===== config.mk =====
export PLATFORM = sky130hd
export DESIGN_NAME = spi_conf_rx
export DESIGN_NICKNAME = d
export VERILOG_FILES = /design/src/rtl/spi_conf_rx.sv
export SDC_FILE = /design/constraint.sdc
export NUM_CORES = 1
export LEC_CHECK = 0
export ABC_AREA = 1
export CAP_MARGIN = 10
export CORE_MARGIN = 10
export CORE_UTILIZATION = 35
export DETAILED_ROUTE_END_ITERATION = 10
export GPL_TIMING_DRIVEN = 0
export PLACE_DENSITY = 0.63
export RECOVER_POWER = 50
export SYNTH_ARGS = -nofsm -noshare
export SYNTH_HDL_FRONTEND = slang
export SYNTH_SLANG_ARGS = --single-unit

===== constraint.sdc =====
create_clock -name ck_1356meg -period 2.1 [get_ports ck_1356meg]
set_clock_uncertainty 0.2 [all_clocks]
set_input_delay 0.63 -clock ck_1356meg [delete_from_list [all_inputs] [get_ports ck_1356meg]]
set_output_delay 0.63 -clock ck_1356meg [all_outputs]
set_load 0.01 [all_outputs]

===== src/rtl/spi_conf_rx.sv =====
// SPI configuration receiver: synchronizes the ARM SPI pins, assembles 16-bit frames
// framed by ncs and decodes them into conf_word / divisor / conf_enio updates.
module spi_conf_rx (
  input  logic       ck_1356meg,
  input  logic       nreset,
  input  logic       spck,
  input  logic       ncs,
  input  logic       mosi,
  output logic [7:0] conf_word,
  output logic [7:0] divisor,
  output logic [7:0] conf_enio,
  output logic       conf_stb,
  output logic       div_stb,
  output logic       enio_stb,
  output logic       frame_err,
  output logic [3:0] err_cnt
);

  typedef enum logic [1:0] {
    S_IDLE  = 2'd0,
    S_ARMED = 2'd1,
    S_JUDGE = 2'd2
  } state_t;

  state_t      state_q, state_d;
  logic [1:0]  spck_sync, ncs_sync, mosi_sync;
  logic        spck_hist, ncs_hist;
  logic [1:0]  settle;
  logic        ncs_live;
  logic [15:0] shift_reg;
  logic [4:0]  bit_cnt;
  logic        spck_rise, ncs_fall, ncs_rise;

  always_ff @(posedge ck_1356meg or negedge nreset) begin
    if (!nreset) begin
      spck_sync <= 2'b00;
      ncs_sync  <= 2'b11;
      mosi_sync <= 2'b00;
      spck_hist <= 1'b0;
      ncs_hist  <= 1'b1;
    end else begin
      spck_sync <= {spck_sync[0], spck};
      ncs_sync  <= {ncs_sync[0], ncs};
      mosi_sync <= {mosi_sync[0], mosi};
      spck_hist <= spck_sync[1];
      ncs_hist  <= ncs_sync[1];
    end
  end

  // The ncs synchronizer wakes up at 1, so a pin already low at reset release would
  // look like a falling edge; only accept falls once ncs has really been seen high.
  always_ff @(posedge ck_1356meg or negedge nreset) begin
    if (!nreset) begin
      settle   <= 2'b00;
      ncs_live <= 1'b0;
    end else begin
      settle   <= {settle[0], 1'b1};
      ncs_live <= ncs_live | (settle[1] & ncs_sync[1]);
    end
  end

  assign spck_rise = spck_sync[1] & ~spck_hist;
  assign ncs_fall  = ~ncs_sync[1] & ncs_hist & ncs_live;
  assign ncs_rise  = ncs_sync[1] & ~ncs_hist;

  always_ff @(posedge ck_1356meg or negedge nreset) begin
    if (!nreset) state_q <= S_IDLE;
    else         state_q <= state_d;
  end

  always_comb begin
    state_d = state_q;
    case (state_q)
      S_IDLE:  if (ncs_fall) state_d = S_ARMED;
      S_ARMED: if (ncs_rise) state_d = S_JUDGE;
      S_JUDGE: state_d = ncs_fall ? S_ARMED : S_IDLE;
      default: state_d = S_IDLE;
    endcase
  end

  always_ff @(posedge ck_1356meg or negedge nreset) begin
    if (!nreset) begin
      shift_reg <= 16'h0000;
      bit_cnt   <= 5'd0;
    end else if (ncs_fall) begin
      bit_cnt <= 5'd0;
    end else if (state_q == S_ARMED && spck_rise && !ncs_sync[1]) begin
      shift_reg <= {shift_reg[14:0], mosi_sync[1]};
      if (bit_cnt != 5'd17) bit_cnt <= bit_cnt + 5'd1;
    end
  end

  // Registers and pulses land one cycle after the ncs rise is seen.
  always_ff @(posedge ck_1356meg or negedge nreset) begin
    if (!nreset) begin
      conf_word <= 8'hE0;
      divisor   <= 8'd0;
      conf_enio <= 8'd0;
      conf_stb  <= 1'b0;
      div_stb   <= 1'b0;
      enio_stb  <= 1'b0;
      frame_err <= 1'b0;
      err_cnt   <= 4'd0;
    end else begin
      conf_stb  <= 1'b0;
      div_stb   <= 1'b0;
      enio_stb  <= 1'b0;
      frame_err <= 1'b0;
      if (state_q == S_JUDGE) begin
        if (bit_cnt == 5'd16) begin
          case (shift_reg[15:12])
            4'b0001: begin conf_word <= shift_reg[7:0]; conf_stb <= 1'b1; end
            4'b0010: begin divisor   <= shift_reg[7:0]; div_stb  <= 1'b1; end
            4'b0100: begin conf_enio <= shift_reg[7:0]; enio_stb <= 1'b1; end
            default: ;
          endcase
        end else begin
          frame_err <= 1'b1;
          if (err_cnt != 4'hF) err_cnt <= err_cnt + 4'd1;
        end
      end
    end
  end

endmodule


# --- Word-level counts from Yosys, hierarchy flattened ---
# Cells that the tools add are included.
# W data, S select, Z words.
op_classes:
  bitwise: 11
  muxes: 18
  eq_ne: 10
  n_addsub: 2
  reduce_logical: 13
ops:
  columns: ["cell", "count"]
  rows:
  - ["$mux W5", 3]
  - ["$mux W1", 12]
  - ["$reduce_and A3 Y1", 4]
  - ["$pmux W2 S3", 1]
  - ["$reduce_and A2 Y1", 3]
  - ["$add A5 B1 Y5 const B", 1]
  - ["$and A1 B1 Y1", 5]
  - ["$eq A5 B5 Y1 const B", 1]
  - ["$ne A5 B5 Y1 const B", 1]
  - ["$not A1 Y1", 5]
  - ["$add A4 B1 Y4 const B", 1]
  - ["$eq A4 B1 Y1 const B", 1]
  - ["$eq A4 B2 Y1 const B", 1]
  - ["$eq A4 B3 Y1 const B", 1]
  - ["$mux W2", 2]
  - ["$ne A2 B2 Y1 const B", 2]
  - ["$ne A4 B4 Y1 const B", 1]
  - ["$reduce_bool A2 Y1", 2]
  - ["$eq A2 B1 Y1 const B", 1]
  - ["$eq A2 B2 Y1 const B", 1]
  - ["$logic_and A1 B1 Y1", 2]
  - ["$logic_not A2 Y1", 1]
  - ["$logic_not A1 Y1", 1]
  - ["$or A1 B1 Y1", 1]
totals:
  ff_bits: 66
  input_bits: 5

# --- Logic depth before layout (Yosys ltp) ---
# Gate-level depths: netlist of run 1.
logic_depth:
  ltp_word: 6
  mapped_depth: 7
  depth_no_buf: 7

# --- Worst setup path after synthesis of run 1 ---
# Ideal clock, no wire load.
synth_timing:
  path_kind: "register to register"
  startpoint: "register bit_cnt[0]"
  endpoint: "register divisor[0]"
  n_path_buf: 1
  required_time_ps: 1834
  arrival_time_ps: 1261
  path_stages_with_launch: 8
  setup_slack_ps: 573
  setup_time_ps: 66
  cell_sequence: "dfrtp_1 > inv_1 > ha_1 > nand3_4 > nor2_8 > buf_8 > nand3_1 > nand2_1"
synth_between:
  elab_chain_cells: 2
synth_lines:
  columns: ["element", "line_no", "text"]
  rows:
  - ["start, declared", "31", "logic [4:0] bit_cnt;"]
  - ["start signal, assigned", "89", "if (bit_cnt != 5'd17) bit_cnt <= bit_cnt + 5'd1;"]
  - ["$eq A5 B5 Y1", "110", "if (bit_cnt == 5'd16) begin"]
  - ["$reduce_and A3 Y1 (no source line)", null, null]
  - ["end signal, assigned", "97", "divisor <= 8'd0;"]
  - ["end signal, assigned", "113", "4'b0010: begin divisor <= shift_reg[7:0]; div_stb <= 1'b1; end"]
  - ["end, declared", "10", "output logic [7:0] divisor,"]
# No other way between the ends.
# A chain may end at the register's enable or synchronous reset.

# --- Worst setup path after layout of run 1 ---
layout_timing:
  startpoint: "register conf_word[1]"
  endpoint: "output port conf_word[1]"
layout_rtl:
  columns: ["element", "line_no", "text"]
  rows:
  - ["start, declared", "9", "output logic [7:0] conf_word,"]
  - ["start signal, assigned", "96", "conf_word <= 8'hE0;"]
  - ["start signal, assigned", "112", "4'b0001: begin conf_word <= shift_reg[7:0]; conf_stb <= 1'b1; end"]
# No word-level cell between the ends.

==> metrics, run 1 <==
status=finished, final reports clean; height of the die=108.2 microns; Buffers & Inverters on Critical Path=1; nets@finish=between 300 and 400; Setup crit start kind=flop; flop2flop setup slack=0.31 ns; critical path's top delay family=buffers and inverters; Leakage=just over 2 nW; share of layout cells above drive strength 1=about an eighth; Synth Register Bits=66; Hold Fails Final Rpt=0; Initial Utilization=a little over a third; placed cell area=approximately 3200 sq um; Peak supply drop=between 200 and 300 uV; beginning of the worst hold path=mosi_sync[0]; most instantiated cells after synthesis=nand2_1 (101), dfrtp_1 (60), nand3_1 (50); Synth Area in Adders=under 10%; Tot GR Track Use=approximately a tenth; crit path max fanout=2; max reg flops=16; FF-to-FF path depth=7; overall power consumption=2.601 mW; RR Endpoint=conf_enio[5]; max cap viols=0; RSZ-0062 raised after global routing=false; initial antenna violation count=0; pin count of the biggest net entering global routing=67; PortBufs=36; Syn Nets=around 290; P per Cell Area=around 760 nW/um^2; Hold Path Class=reg -> reg; post-DP HPWL=3.636 mm; I/O pin total=37; clock sinks=between 60 and 70; Synth async-reset ratio=between 90% and 100%; fin area=~3400 sq um; Synth Area in XOR/XNOR=less than 1%; CP Data Required Time=~1.3 ns; worst stage delay on the critical path=around 0.54 ns; final core utilization=between 40% and 50%; core area=roughly 7600 sq um; vias in the first global route=a little under 2000; post-route ant nets=0; Mapped Cells=278; Post-CTS Hold Buffers=0; Die W=~110 microns; Total Wirelength=about 5.3 mm; number of DRC markers in iteration 0=roughly 150; cts bufs inserted=9; first-pass GRT wire length=around 9 mm; DRC violations left=0; dominant cell by count in the synthesized netlist=nand2_1; Worst Path Arrival=1.23 ns; Cell Area, Synth=2725 sq um; CTS root buffer=clkbuf_8; Post-synth top flop=dfrtp_1; Period minus WS final=2.064 ns; Crit Path Category=reg -> out; Simple-Gate Fraction of Synth Area=30.12%; RR Startpoint=bit_cnt[0]; full die area=11720 sq um; Compound-Gate Fraction of Synth Area=under 10%; FMAX=between 0.4 and 0.5 GHz; Max-Slew Margin vs Limit=under 10%; global route overflow=0; part of the cycle the worst path needs=98.28%; DR vias=a little over 2000; Row Count=32; Via density=~4.7; routability cong.=about 0.78; largest family of logic cells by synthesized area=simple AND/OR/NAND/NOR gates; dpl cells=about 420; Least-Margin Pin Slew=about 1.4 ns; Seq/Total Area, Yosys=between 60 and 70%; CP endpoint kind=output pin; Netlist cell types=28; CTS H-tree depth=3; Clk pin slew, worst setup/hold paths=roughly 0.07 ns; register area=roughly 1700 sq um; fillers=between 700 and 800; warnings from Yosys=0; routed len/inst=~12 microns; # diodes=0; area of the multi-input gates=approximately 920 sq um; synthesized area per cell=between 9 and 10 sq um; DR pass1 iterations=4; area grow syn2layout=25.21%; cell accounting for the most synthesized area=dfrtp_1; Layout Cells excl Fill=434; Slew Limit Fails=0; Synth top area share=between 50% and 60%; final setup fails=0; slowest library cell on the worst path=clkdlybuf4s50_1; sequence of cells on the critical path=clkdlybuf4s50_1; WHS Path Cells=0; Clk Latency, worst-skew pair=0.34 ns; CTS tree=yes; post-synthesis mux area share=0%; Min-Delay Endpoint=mosi_sync[1]; EDFF count, synth=0; Area contributors post-synth=dfrtp_1 (55%), nand2_1 (14%), nand3_1 (9.2%), dfstp_2 (5.8%), ha_1 (1.8%); CTS Buffer Depth=2
==> kinds of logic after synthesis <==
group / after synthesis
buffers and inverters: 25
AND/OR/NAND/NOR: 173
adder cells (fa/ha/maj): 4
flip-flops: 66
XOR/XNOR: 3
other: 1
AO/OA/AOI/OAI: 6
==> how the worst max path moves through the flow <==
stage / from / endpoint / slack, ns / cells after the start
finish: conf_word[1] / conf_word[1] / 0.04 / 1
global route: conf_enio[3] / conf_enio[3] / 0.0002 / 1
global placement: nreset / divisor[6] / -1.94 / 1
detailed placement: conf_word[6] / conf_word[6] / 0.22 / 1
floorplan: bit_cnt[0] / divisor[0] / 0.57 / 7
CTS: conf_enio[0] / conf_enio[0] / 0.01 / 1
==> through the flow <==
stage               setup slack (ns)  hold WS (ns)  setup TNS [ns]
floorplan                     0.5733        0.1312               0
global placement              -1.941        0.1332         -123.50
detailed placement            0.2213        0.1358               0
CTS                          0.01191        0.1538               0
global route               0.0001986        0.1642               0
finish                       0.03603        0.1502               0
==> layout by cell type, fill, tap and decap left out, drive strengths merged <==
cell type / netlist / final
buf: 7 / 10
conb: 1 / 1
dlygate4sd3: 0 / 3
o21ai: 4 / 4
xnor2: 2 / 2
dfstp: 6 / 6
a21o: 1 / 1
ha: 4 / 4
nor3: 3 / 3
nand3: 51 / 51
dfrtp: 60 / 60
clkinvlp: 0 / 2
clkbuf: 1 / 12
xor2: 1 / 1
clkinv: 0 / 3
clkdlybuf4s50: 0 / 11
dlymetal6s2s: 0 / 15
nor2: 7 / 7
inv: 17 / 17
nand4: 7 / 7
o22ai: 1 / 1
nand2: 105 / 105
dlygate4sd2: 0 / 6
==> power breakdown <==
part / switching [mW] / internal (mW) / total [mW]
logic: 0.144 / 0.115 / 0.259
registers: 0.0735 / 1.34 / 1.42
clock network: 0.471 / 0.454 / 0.925
==> metal layers <==
metal / vias to the layer above / track usage, % / part of all wire (%)
met4: 0 / 6.584 / 2.8
li1: 997 / - / -
met2: 43 / 15.30 / 47
met5: - / 0 / 0
met3: 11 / 2.261 / 4.9
met1: 974 / 11.12 / 45
==> worst register-to-register path, cell delays in order, from the launching register on <==
cell and delay [ns]:
dfrtp_1 0.44, inv_1 0.11, ha_1 0.15, nand3_1 0.21
nor2_8 0.28, buf_8 0.17, nand3_1 0.09, nand2_1 0.09
==> cell type report <==
cell class                 count  share of cell area (%)
inverter                      17                   1.870
timing repair buffer          38                   11.73
sequential                    66                   48.62
clock inverter                 5                  0.8801
tap                          102                   3.740
multi-input combinational    187                   27.03
clock buffer                  11                   4.144
buffer                         8                   1.980
==> repair_timing <==
| item | in CTS | in global routing |
|---|---|---|
| resized for setup | 6 | 15 |
| buffers inserted | 2 | 0 |
| pin swaps | 0 | 0 |
| endpoints found under the setup margin | 8 | 15 |
No activity file was read; power rests on OpenSTA's default activity.
==> run 2: changes to the inputs <==
CTS_CLUSTER_SIZE = 30   (was default)
SLEW_MARGIN = 30   (was default)
==> run 2 against run 1 <==
  * Setup slack better by 0.015 ns
  * Flip-flop and latch count unchanged
  * Via count about the same
  * Sequential share of layout area fell by 0.53 points
  * Non-clock buffer count did not move
  * Cell count stayed put
  * Critical path type unchanged
==> metrics, run 2 (same netlist as run 1, synthesis figures left out) <==
status=finished, final reports clean; initial antenna violation count=0 (unchanged); # diodes=0 (unchanged); P per Cell Area=792.6 nW/um^2 (+4.0%); FF-to-FF path depth=7 (unchanged); Initial Utilization=35.63% (unchanged); Clk pin slew, worst setup/hold paths=0.07 ns (about the same); max reg flops=16 (unchanged); commonest non-fill, non-tap cell in the layout=nand2_1; CP endpoint kind=output pin; worst setup path start=conf_enio[3]; crit path max fanout=2 (unchanged); fin area=3450 sq um (+1.1%); RR Startpoint=bit_cnt[0]; pin count of the biggest net entering global routing=36 (-46%); CP Data Required Time=1.27 ns (about the same); CP Capture Point=conf_enio[3]; Row Count=32 (unchanged); CTS Buffer Depth=2 (unchanged); Die W=108.2 microns (unchanged); worst stage delay on the critical path=0.54 ns (about the same); nets@finish=336 (unchanged); Clk Latency, worst-skew pair=0.34 ns (about the same); critical path's top delay family=buffers and inverters; routability cong.=0.7842 (unchanged); I/O pin total=37 (unchanged); Hold Fails Final Rpt=0 (unchanged); Buffers & Inverters on Critical Path=1 (unchanged); PortBufs=36 (unchanged); final setup fails=0 (unchanged); Hold Path Class=in -> async; Least-Margin Pin Slew=0.7550 ns (-0.6572 ns); Layout Cells excl Fill=434 (unchanged); Peak supply drop=292.4 uV (-0.67%); global route overflow=0 (unchanged); DR pass1 iterations=4 (unchanged); vias in the first global route=1961 (+1.2%); dpl cells=417 (+0.24%); overall power consumption=2.734 mW (+5.1%); CTS tree=yes; area grow syn2layout=26.58%; Period minus WS final=2.049 ns (-0.01534 ns); full die area=11720 sq um (unchanged); most frequent cells in the layout=nand2_1 (102), dfrtp_1 (60), nand3_1 (51); first-pass GRT wire length=9.045 mm (+0.99%); CTS root buffer=clkbuf_8; clock sinks=66 (unchanged); sequence of cells on the critical path=clkdlybuf4s50_1; placed cell area=3231 sq um (+0.62%); core area=7647 sq um (unchanged); post-DP HPWL=3.768 mm (+3.6%); number of DRC markers in iteration 0=154 (+4.1%); DR vias=2026 (+0.049%); Leakage=2.149 nW (+4.7%); Max-Slew Margin vs Limit=49.67% (+44 points); RR Endpoint=conf_enio[5]; fillers=733 (-0.41%); DRC violations left=0 (unchanged); setup_tns=0 ns (unchanged); CTS H-tree depth=3 (unchanged); FMAX=0.4881 GHz (+0.75%); Post-CTS Hold Buffers=0 (unchanged); slowest library cell on the worst path=clkdlybuf4s50_1; flop2flop setup slack=0.31 ns (about the same); cts bufs inserted=9 (unchanged); Total Wirelength=5.333 mm (about the same); Crit Path Category=reg -> out; Via density=4.668 (about the same); routed len/inst=12.29 microns (about the same); post-route ant nets=0 (unchanged); RSZ-0062 raised after global routing=false; share of layout cells above drive strength 1=12.65% (-0.30 points); height of the die=108.2 microns (unchanged); Slew Limit Fails=0 (unchanged); part of the cycle the worst path needs=97.55% (-0.73 points); max cap viols=0 (unchanged); Worst Path Arrival=1.22 ns (about the same); Setup crit start kind=flop; Levels on crit path=1 (unchanged); Tot GR Track Use=9.714% (+0.16 points); hold slack=0.1431 ns (-0.007094 ns)
-- run 2: changes by cell type in the layout (fill, tap and decap cells not counted), sizes merged --
| cell | before | now |
|---|---|---|
| dlymetal6s2s | 15 | 19 |
| bufinv | 0 | 1 |
| clkinv | 3 | 1 |
| clkdlybuf4s50 | 11 | 6 |
| dlygate4sd2 | 6 | 7 |
| buf | 10 | 9 |
| clkbuf | 12 | 14 |
-- run 2: worst min path at each step --
stage,to,slack [ns],depth (start not counted),startpoint
floorplan,bit_cnt[0],0.13,0,nreset
global placement,settle[1],0.13,0,settle[0]
detailed placement,settle[1],0.13,0,settle[0]
CTS,settle[0],0.02,1,nreset
global route,spck_sync[1],0.17,0,spck_sync[0]
finish,spck_sync[0],0.14,1,nreset
-- run 2: layout make-up --
class | count | area, sq um | area share [%]
Multi-Input combinational cell | 187 | 919.6 | 26.66
Clock inverter | 4 | 50.05 | 1.451
Buffer | 8 | 67.56 | 1.959
Clock buffer | 12 | 155.1 | 4.498
Tap cell | 102 | 127.6 | 3.700
Sequential cell | 66 | 1659 | 48.10
Timing Repair Buffer | 38 | 406.6 | 11.79
Inverter | 17 | 63.81 | 1.850
-- run 2: routing by layer --
layer	track usage (%)	part of all wire (%)	up-vias
li1	-	-	1003
met3	3.391	4.7	7
met5	0	0	-
met2	15.52	48	43
met1	11.15	45	973
met4	5.439	2.1	0
-- run 2: stage by stage --
| step | util [%] | setup WS (ns) |
|---|---|---|
| after global placement | 42.02 | -1.941 |
| after global routing | 45.11 | 0.002489 |
| after detailed placement | 42.24 | 0.2212 |
| after CTS | 44.91 | 0.003316 |
| after floorplan | - | 0.5733 |
| final | 45.11 | 0.05137 |
-- run 2: report_power, final --
| group | internal, mW | switching (mW) |
|---|---|---|
| Clock | 0.611 | 0.466 |
| Sequential | 1.34 | 0.0833 |
| Combinational | 0.0991 | 0.131 |
| Total | 2.05 | 0.681 |
-- run 2: repair_timing --
item                                    4_1_cts  5_1_grt
endpoints found under the hold margin         0        0
resized for setup                             7       19
endpoints found under the setup margin        8       19
setup buffers                                 1        0
==> run 3: changes to the inputs <==
==> constraint.sdc (replaced) <==
create_clock -name ck_1356meg -period 2.1 [get_ports ck_1356meg]
set_clock_uncertainty 0.2 [all_clocks]
set_input_delay 0.42 -clock ck_1356meg [delete_from_list [all_inputs] [get_ports ck_1356meg]]
set_output_delay 0.42 -clock ck_1356meg [all_outputs]
set_load 0.01 [all_outputs]
==> run 3 against run 2 <==
  * Sequential share of layout area rose by 0.30 points
  * Setup slack improved by 0.033 ns
  * Core utilization fell by 0.28 points
  * Maximum frequency rose by 1.6%
  * Die area did not move
  * Flip-flop and latch count did not move
  * Power rose by 0.21%
  * Clock power barely moved
  * Count of clock-buffer cells in the layout did not move
  * Critical path depth did not move
  * Non-clock buffer count did not move
  * Critical path type unchanged
==> metrics, run 3 (same netlist as run 1, synthesis figures left out) <==
status=finished, final reports clean; post-cts sizing count=0 (-7); Slew Limit Fails=0 (unchanged); most frequent cells in the layout=nand2_1 (102), dfrtp_1 (60), nand3_1 (51); nets@finish=336 (unchanged); CP endpoint kind=output pin; Clk pin slew, worst setup/hold paths=0.07 ns (about the same); CTS H-tree depth=3 (unchanged); slowest library cell on the worst path=dfstp_2; Max-Slew Margin vs Limit=48.20% (-1.5 points); Setup crit start kind=flop; Clk Latency, worst-skew pair=0.34 ns (about the same); crit path max fanout=2 (unchanged); register area=1659 sq um (unchanged); clock sinks=66 (unchanged); CTS tree=yes; # diodes=0 (unchanged); RSZ-0062 raised after global routing=false; setup bufs post-CTS=0 (-1); sequence of cells on the critical path=clkdlybuf4s50_1; final core utilization=44.83% (-0.28 points); Total Wirelength=5.284 mm (-0.92%); height of the die=108.2 microns (unchanged); Worst Path Arrival=1.40 ns (+0.18 ns); PortBufs=36 (unchanged); DR vias=2012 (-0.69%); DRC violations left=0 (unchanged); fillers=735 (+0.27%); Tot GR Track Use=9.764% (+0.050 points); Hold Path Class=reg -> reg; Leakage=1.770 nW (-18%); Row Count=32 (unchanged); routed len/inst=12.18 microns (-0.92%); global route overflow=0 (unchanged); Period minus WS final=2.016 ns (-0.03273 ns); core area=7647 sq um (unchanged); Buffers & Inverters on Critical Path=1 (unchanged); full die area=11720 sq um (unchanged); placed cell area=3231 sq um (unchanged); Die W=108.2 microns (unchanged); Least-Margin Pin Slew=0.7770 ns (+0.02201 ns); CP Data Required Time=1.48 ns (+0.21 ns); Initial Utilization=35.63% (unchanged); first-pass GRT wire length=9.073 mm (+0.31%); vias in the first global route=1958 (-0.15%); max cap viols=0 (unchanged); pin count of the biggest net entering global routing=36 (unchanged); routability cong.=0.7842 (unchanged); commonest non-fill, non-tap cell in the layout=nand2_1; P per Cell Area=799.2 nW/um^2 (+0.83%); Crit Path Category=reg -> out; Layout Cells excl Fill=434 (unchanged); post-route ant nets=0 (unchanged); initial antenna violation count=0 (unchanged); area of the multi-input gates=919.6 sq um (unchanged); post-DP HPWL=3.768 mm (unchanged); fin area=3428 sq um (-0.62%); dpl cells=417 (unchanged); CTS root buffer=clkbuf_8; Peak supply drop=290.6 uV (-0.63%); Levels on crit path=1 (unchanged); share of layout cells above drive strength 1=12.35% (-0.30 points); number of DRC markers in iteration 0=166 (+7.8%); max reg flops=16 (unchanged); part of the cycle the worst path needs=96.00% (-1.6 points); I/O pin total=37 (unchanged); overall power consumption=2.740 mW (+0.21%); worst stage delay on the critical path=0.53 ns (about the same); CTS Buffer Depth=2 (unchanged); FF-to-FF path depth=7 (unchanged); Via density=4.636 (-0.69%); WHS Path Cells=0; DR pass1 iterations=4 (unchanged); final setup fails=0 (unchanged); area grow syn2layout=25.80%; critical path's top delay family=flip-flops; FMAX=0.4961 GHz (+1.6%); Hold Fails Final Rpt=0 (unchanged); cts bufs inserted=9 (unchanged)
## run 3: cell count changes in the layout (fill, tap and decap cells not counted), sizes merged
cell	before	now
buf	9	8
clkdlybuf4s50	6	32
dlygate4sd2	7	0
dlygate4sd3	3	4
dlymetal6s2s	19	0
## run 3: area by class of cell
type / instances / share of cell area [%]
flip-flops and latches: 66 / 48.39
multi-input cells: 187 / 26.82
repair buffers: 38 / 11.24
clock buffers: 12 / 4.526
well taps: 102 / 3.723
plain buffers: 8 / 1.971
inverters: 17 / 1.861
clock inverters: 4 / 1.460
## run 3: repair_timing
item / 4_1_cts / 5_1_grt
hold endpoints to repair: 28 / 0
setup endpoints to repair: 0 / 0
hold buffers: 1 / 0
## run 3: power by group
part	internal [mW]	switching (mW)
sequential	1.34	0.0910
combinational	0.110	0.123
clock	0.611	0.461
## run 3: through the flow
stage	hold slack, ns	worst slack [ns]	TNS [ns]
2_1_floorplan	-0.07559	0.5733	0
3_3_place_gp	0.1332	-1.731	-109.64
3_5_place_dp	0.1347	0.3894	0
4_1_cts	0.1507	0.05521	0
5_1_grt	0.1674	0.02219	0
6_report	0.1490	0.08410	0
## run 3: worst paths after layout
kind                                    from            to  slack [ns]
worst max-delay path            conf_word[6]  conf_word[6]        0.08
worst min-delay path               settle[0]     settle[1]        0.15
worst max register to register    bit_cnt[0]  conf_word[7]        0.30
worst min register to register     settle[0]     settle[1]        0.15
max in group asynchronous             nreset  conf_word[6]        0.49
min in group asynchronous             nreset  spck_sync[0]        0.50
## run 3: metal layers
metal	track usage, %	up-vias	routed length, microns
met3	3.391	7	295
met4	5.439	0	112
met5	0	-	0
met2	15.56	40	2546
li1	-	1002	-
met1	11.26	963	2330
